==> src/rtl/halt_dump_unit_if.sv <==
// Dump stream port of the halt/dump controller: one word per valid/ready handshake.
interface halt_dump_unit_if #(
  parameter int unsigned DATA_WIDTH = 32,
  parameter int unsigned IDX_WIDTH  = 6
);
  logic                  dump_valid;
  logic                  dump_ready;
  logic [IDX_WIDTH-1:0]  dump_idx;
  logic [DATA_WIDTH-1:0] dump_data;

  modport master (
    output dump_valid,
    output dump_idx,
    output dump_data,
    input  dump_ready
  );

  modport slave (
    input  dump_valid,
    input  dump_idx,
    input  dump_data,
    output dump_ready
  );
endinterface

==> src/rtl/halt_dump_unit.sv <==
// Halt detection, pipeline drain/freeze and register-file dump over a valid/ready stream.
// Word 0 carries the cycle-count snapshot; word k carries register x(k-1).
module halt_dump_unit #(
  parameter int unsigned NUM_REGS   = 32,
  parameter int unsigned DATA_WIDTH = 32,
  parameter int unsigned IDX_WIDTH  = 6
) (
  input  logic                  clk,
  input  logic                  reset,
  input  logic                  halt_req,
  input  logic                  pipe_empty,
  output logic                  freeze,
  output logic [4:0]            rf_rd_addr,
  input  logic [DATA_WIDTH-1:0] rf_rd_data,
  halt_dump_unit_if.master      dump,
  output logic [DATA_WIDTH-1:0] total_cycle,
  output logic                  is_halted
);

  typedef enum logic [1:0] {StRun, StDrain, StDump, StDone} state_e;

  localparam logic [IDX_WIDTH-1:0] LastIdx = IDX_WIDTH'(NUM_REGS);

  state_e                state_q;
  logic                  freeze_q;
  logic                  valid_q;
  logic                  halted_q;
  logic [IDX_WIDTH-1:0]  idx_q;
  logic [DATA_WIDTH-1:0] cycle_q;
  logic [DATA_WIDTH-1:0] snap_q;

  logic handshake;
  logic last_word;

  assign handshake = valid_q & dump.dump_ready;
  assign last_word = (idx_q == LastIdx);

  always_ff @(posedge clk) begin
    if (!reset) begin
      state_q  <= StRun;
      freeze_q <= 1'b0;
      valid_q  <= 1'b0;
      halted_q <= 1'b0;
      idx_q    <= '0;
      cycle_q  <= '0;
      snap_q   <= '0;
    end else begin
      // Time stops once the dump begins so the snapshot and live count agree.
      if (state_q == StRun || state_q == StDrain) begin
        cycle_q <= cycle_q + DATA_WIDTH'(1);
      end
      unique case (state_q)
        StRun: begin
          if (halt_req) begin
            state_q  <= StDrain;
            freeze_q <= 1'b1;
          end
        end
        StDrain: begin
          // pipe_empty is only sampled here, so DRAIN always lasts at least one cycle.
          if (pipe_empty) begin
            state_q <= StDump;
            valid_q <= 1'b1;
            idx_q   <= '0;
            snap_q  <= cycle_q + DATA_WIDTH'(1);
          end
        end
        StDump: begin
          if (handshake) begin
            if (last_word) begin
              state_q  <= StDone;
              valid_q  <= 1'b0;
              halted_q <= 1'b1;
            end else begin
              idx_q <= idx_q + IDX_WIDTH'(1);
            end
          end
        end
        StDone: begin
          state_q <= StDone;
        end
        default: begin
          state_q <= StRun;
        end
      endcase
    end
  end

  assign freeze      = freeze_q;
  assign is_halted   = halted_q;
  assign total_cycle = cycle_q;

  // The register file is frozen during the dump, so its combinational read data is stable.
  assign rf_rd_addr = (idx_q == '0) ? 5'd0 : 5'(idx_q - IDX_WIDTH'(1));

  assign dump.dump_valid = valid_q;
  assign dump.dump_idx   = idx_q;
  assign dump.dump_data  = !valid_q      ? '0 :
                           (idx_q == '0) ? snap_q : rf_rd_data;

  // A presented word keeps its index until the consumer takes it.
  assert property (@(posedge clk) disable iff (!reset)
    (valid_q && !dump.dump_ready) |=> (valid_q && $stable(idx_q)));

  assert property (@(posedge clk) disable iff (!reset)
    halted_q |=> halted_q);

endmodule

==> src/flat_wrapper.sv <==
// flat-port wrapper written by rule: the top's interface ports become plain ports
module halt_dump_unit_flat 
#(
  parameter int unsigned NUM_REGS   = 32,
  parameter int unsigned DATA_WIDTH = 32,
  parameter int unsigned IDX_WIDTH  = 6
)
  (clk, reset, halt_req, pipe_empty, freeze, rf_rd_addr, rf_rd_data, total_cycle, is_halted, dump_dump_valid, dump_dump_idx, dump_dump_data, dump_dump_ready);
  halt_dump_unit_if #(.DATA_WIDTH(DATA_WIDTH), .IDX_WIDTH(IDX_WIDTH)) dump_i ();
  input  logic clk;
  input  logic reset;
  input  logic halt_req;
  input  logic pipe_empty;
  output logic freeze;
  output logic [4:0] rf_rd_addr;
  input  logic [DATA_WIDTH-1:0] rf_rd_data;
  output logic [DATA_WIDTH-1:0] total_cycle;
  output logic is_halted;
  output wire logic [$bits(dump_i.dump_valid)-1:0] dump_dump_valid;
  output wire logic [$bits(dump_i.dump_idx)-1:0] dump_dump_idx;
  output wire logic [$bits(dump_i.dump_data)-1:0] dump_dump_data;
  input wire logic [$bits(dump_i.dump_ready)-1:0] dump_dump_ready;
  assign dump_dump_valid = dump_i.dump_valid;
  assign dump_dump_idx = dump_i.dump_idx;
  assign dump_dump_data = dump_i.dump_data;
  assign dump_i.dump_ready = dump_dump_ready;
  halt_dump_unit #(.NUM_REGS(NUM_REGS), .DATA_WIDTH(DATA_WIDTH), .IDX_WIDTH(IDX_WIDTH)) u_core (.clk(clk), .reset(reset), .halt_req(halt_req), .pipe_empty(pipe_empty), .freeze(freeze), .rf_rd_addr(rf_rd_addr), .rf_rd_data(rf_rd_data), .dump(dump_i), .total_cycle(total_cycle), .is_halted(is_halted));
endmodule
==> config.mk <==
export PLATFORM = sky130hd
export DESIGN_NAME = halt_dump_unit_flat
export DESIGN_NICKNAME = d
export VERILOG_FILES = /design/src/rtl/halt_dump_unit_if.sv /design/src/rtl/halt_dump_unit.sv /design/src/flat_wrapper.sv
export SDC_FILE = /design/constraint.sdc
export NUM_CORES = 1
export LEC_CHECK = 0
export CAP_MARGIN = 10
export CORE_MARGIN = 2
export CORE_UTILIZATION = 55
export DETAILED_ROUTE_END_ITERATION = 8
export DONT_BUFFER_PORTS = 1
export PLACE_DENSITY = 0.7
export SLEW_MARGIN = 20
export SYNTH_ARGS = -nofsm -noshare
export SYNTH_HDL_FRONTEND = slang
export SYNTH_SLANG_ARGS = --single-unit
==> constraint.sdc <==
create_clock -name clk -period 4.5 [get_ports clk]
set_clock_uncertainty 0.2 [all_clocks]
set_input_delay 0.45 -clock clk [delete_from_list [all_inputs] [get_ports clk]]
set_output_delay 0.45 -clock clk [all_outputs]
set_load 0.005 [all_outputs]
==> impl_metrics.tcl <==
set metrics [dict create \
    clock_latency_ns 0.34 \
    hold_class "input pin to register" \
    nets 567 \
    async_flop_share_pct 0 \
    critPathRequiredTime_ns 3.85 \
    first_pass_iters 4 \
    dr_total_vias 3993 \
    diodes 0 \
    status "finished, final reports clean" \
    start_util_pct 56.0 \
    synth_top_area_share_pct 35.1 \
    yosysTopAreaCell "dfxtp_1" \
    fin_hold_ws_ns 0.0226 \
    root_buffer "clkbuf_8" \
    synth-edff-count 0 \
    post_drt_wl_per_cell_um 17.2 \
    cts_resized 0 \
    synthTopCellsByArea "dfxtp_1 35%, nand2_1 7.7%, a21boi_0 5.6%" \
    syn_area_per_cell_sq_um 7.63 \
    crit_family "simple AND/OR/NAND/NOR gates" \
    grt_max_degree 67 \
    die-area_sq_mm 0.00851 \
    clk_transition_reported_paths_ns 0.08 \
    max_stage_delay_ns 0.74 \
    finalHoldViolations 0 \
    crit_buf_inv 2 \
    routabilityCongestion 0.847 \
    fp-row-count 32 \
    viasPerCell 6.30 \
    tightest_slew_ns 0.997 \
    cts_tree "yes" \
    maxCapViolCount 0 \
    grt_pass1_vias 3440 \
    drt_iter0_markers 236 \
    post_cts_buffers 0 \
    p_per_area_mw_per_mm2 307 \
    period_minus_slack_ns 3.71 \
    synth_commonest_cells "88 x nand2_1, 75 x dfxtp_1, 42 x o21ai_0" \
    setup_viol 0 \
    p_sw_share_pct 24.1 \
    htree_levels 3 \
    yosysUniqueCellTypes 47 \
    ys_ff_latch 75 \
    path_max_fanout 22 \
    finalMaxSlewViolations 0 \
    seq_area_frac_synth_pct 35.1 \
    antenna_found_initial 0 \
    cp-end-kind "primary output" \
    cts_sinks 75 \
    grt_overflow 0 \
    power.share.combinational_pct 6.8 \
    p_switching_mw 0.330 \
    synthCells 561 \
    syn_to_final_growth_pct 3.97 \
    maxSlewHeadroom_pct 33.4 \
    p_int_mw 1.04 \
    max_clock_freq_mhz 270 \
    synth.most_common_cell "nand2_1" \
    hold_buffers 0 \
    routed_wl_um 10900 \
    rsz0062_at_grt "false" \
    numCtsBuffers 9 \
    remaining_drc_errors 0 \
    hpwl_um 7400 \
    power.share.clock_pct 40.7 \
    power_frac_seq_pct 52.5 \
    slowest_stage "nor4b_1" \
    drive_above_1_share_pct 6.58 \
    synthesis.nets 601 \
    final_antenna_net_count 0 \
    netlist_area_sq_mm 0.00428 \
    peakVddDrop_mv 0.156 \
    crit_path_cell_trace "inv_1 -> ha_1 -> nor4b_1 -> nor2b_2 -> buf_4 -> nand2_1 -> a21boi_0" \
    core_area_sq_mm 0.00765 \
    synthFlopType "dfxtp_1" \
    period_share_pct 82.4 \
    p_leak_nw 1.24 \
    fin_tns_setup_ns 0 \
    worstSetupPathType "register to primary output" \
    track_usage_pct 25.6 \
    io_pins 115 \
    grt_pass1_wl_um 17400 \
    yosys_warnings 0 \
    arrival_ns 3.06 \
    die_w_um 92.2 \
    port_buffers 0 \
    critPathLaunchType "register" \
    die_y_um 92.2 \
    clock_path_buffers 2 \
]
[cell type report]
cell class                      count  area (sq um)
Tap cell                          102           128
Multi-Input combinational cell    431          2560
Inverter                            6          22.5
Clock inverter                      5          77.6
Fill cell                         712          3190
Clock buffer                       11           131
Sequential cell                    75          1500
Timing Repair Buffer                4          30.0
[cell usage in the layout (no fill, tap or decap), types with 9 or more instances in the layout]
cell and count:
o31ai_1 16, clkbuf_8 9, o21ai_0 42, or3_1 18
nand3_1 10, nand2_1 88, a21oi_1 37, nand4_1 17
a211oi_1 10, nor4_1 9, xnor2_1 15, nor2_1 29
or4_1 22, nor3_1 17, a21boi_0 32, a31oi_1 10
dfxtp_1 75
[state kept, by name, indices dropped and copies added, names as in the netlist]
register and cells:
u_core.snap_q 32, u_core.total_cycle 32, u_core.dump.dump_idx 6, u_core.state_q 2
u_core.dump.dump_valid 1, u_core.freeze 1, u_core.is_halted 1
[layer usage]
layer	track usage [%]	vias up	routed length [um]
met2	38.5	151	4790
met3	6.49	6	856
met4	6.34	0	76
met1	36.6	1847	5160
met5	0	-	0
li1	-	1989	-
[stage by stage]
stage	total power, mW	std cells	instance area (sq um)	util (%)	setup slack, ns
2_1_floorplan	0.801	561	4280	-	1.89
3_3_place_gp	0.822	618	4240	55.5	1.37
3_5_place_dp	0.824	618	4240	55.5	1.23
4_1_cts	1.38	634	4450	58.2	0.835
5_1_grt	1.43	634	4450	58.2	0.427
6_report	1.37	634	4450	58.2	0.791
[final timing paths]
check | slack (ns) | from | cells past startpoint | end
setup / recovery | 0.79 | u_core.dump.dump_idx[0] | 7 | dump_dump_data[22]
hold / removal | 0.02 | reset | 1 | u_core.is_halted
setup reg to reg | 1.57 | u_core.total_cycle[0] | 4 | u_core.total_cycle[17]
hold reg to reg | 0.28 | u_core.snap_q[1] | 2 | u_core.snap_q[1]
[cells by family (layout without fill, tap and decap cells)]
group	Yosys count	count (layout)	synth area share, %
mux	4	4	0.935
fa+ha+maj	3	3	0.877
flops	75	75	35.1
buf+inv	55	26	5.26
simple gates	244	244	30.1
xor+xnor	20	20	4.09
compound gates	160	160	23.7
[power groups by stage]
stage | registers, mW | clock network [mW] | logic (mW)
after floorplan | 0.719 | 0 | 0.0818
after global placement | 0.731 | 0 | 0.0903
after detailed placement | 0.732 | 0 | 0.0928
after CTS | 0.716 | 0.567 | 0.0933
after global routing | 0.721 | 0.600 | 0.105
final | 0.717 | 0.556 | 0.0934
No activity file was read; power rests on OpenSTA's default activity.
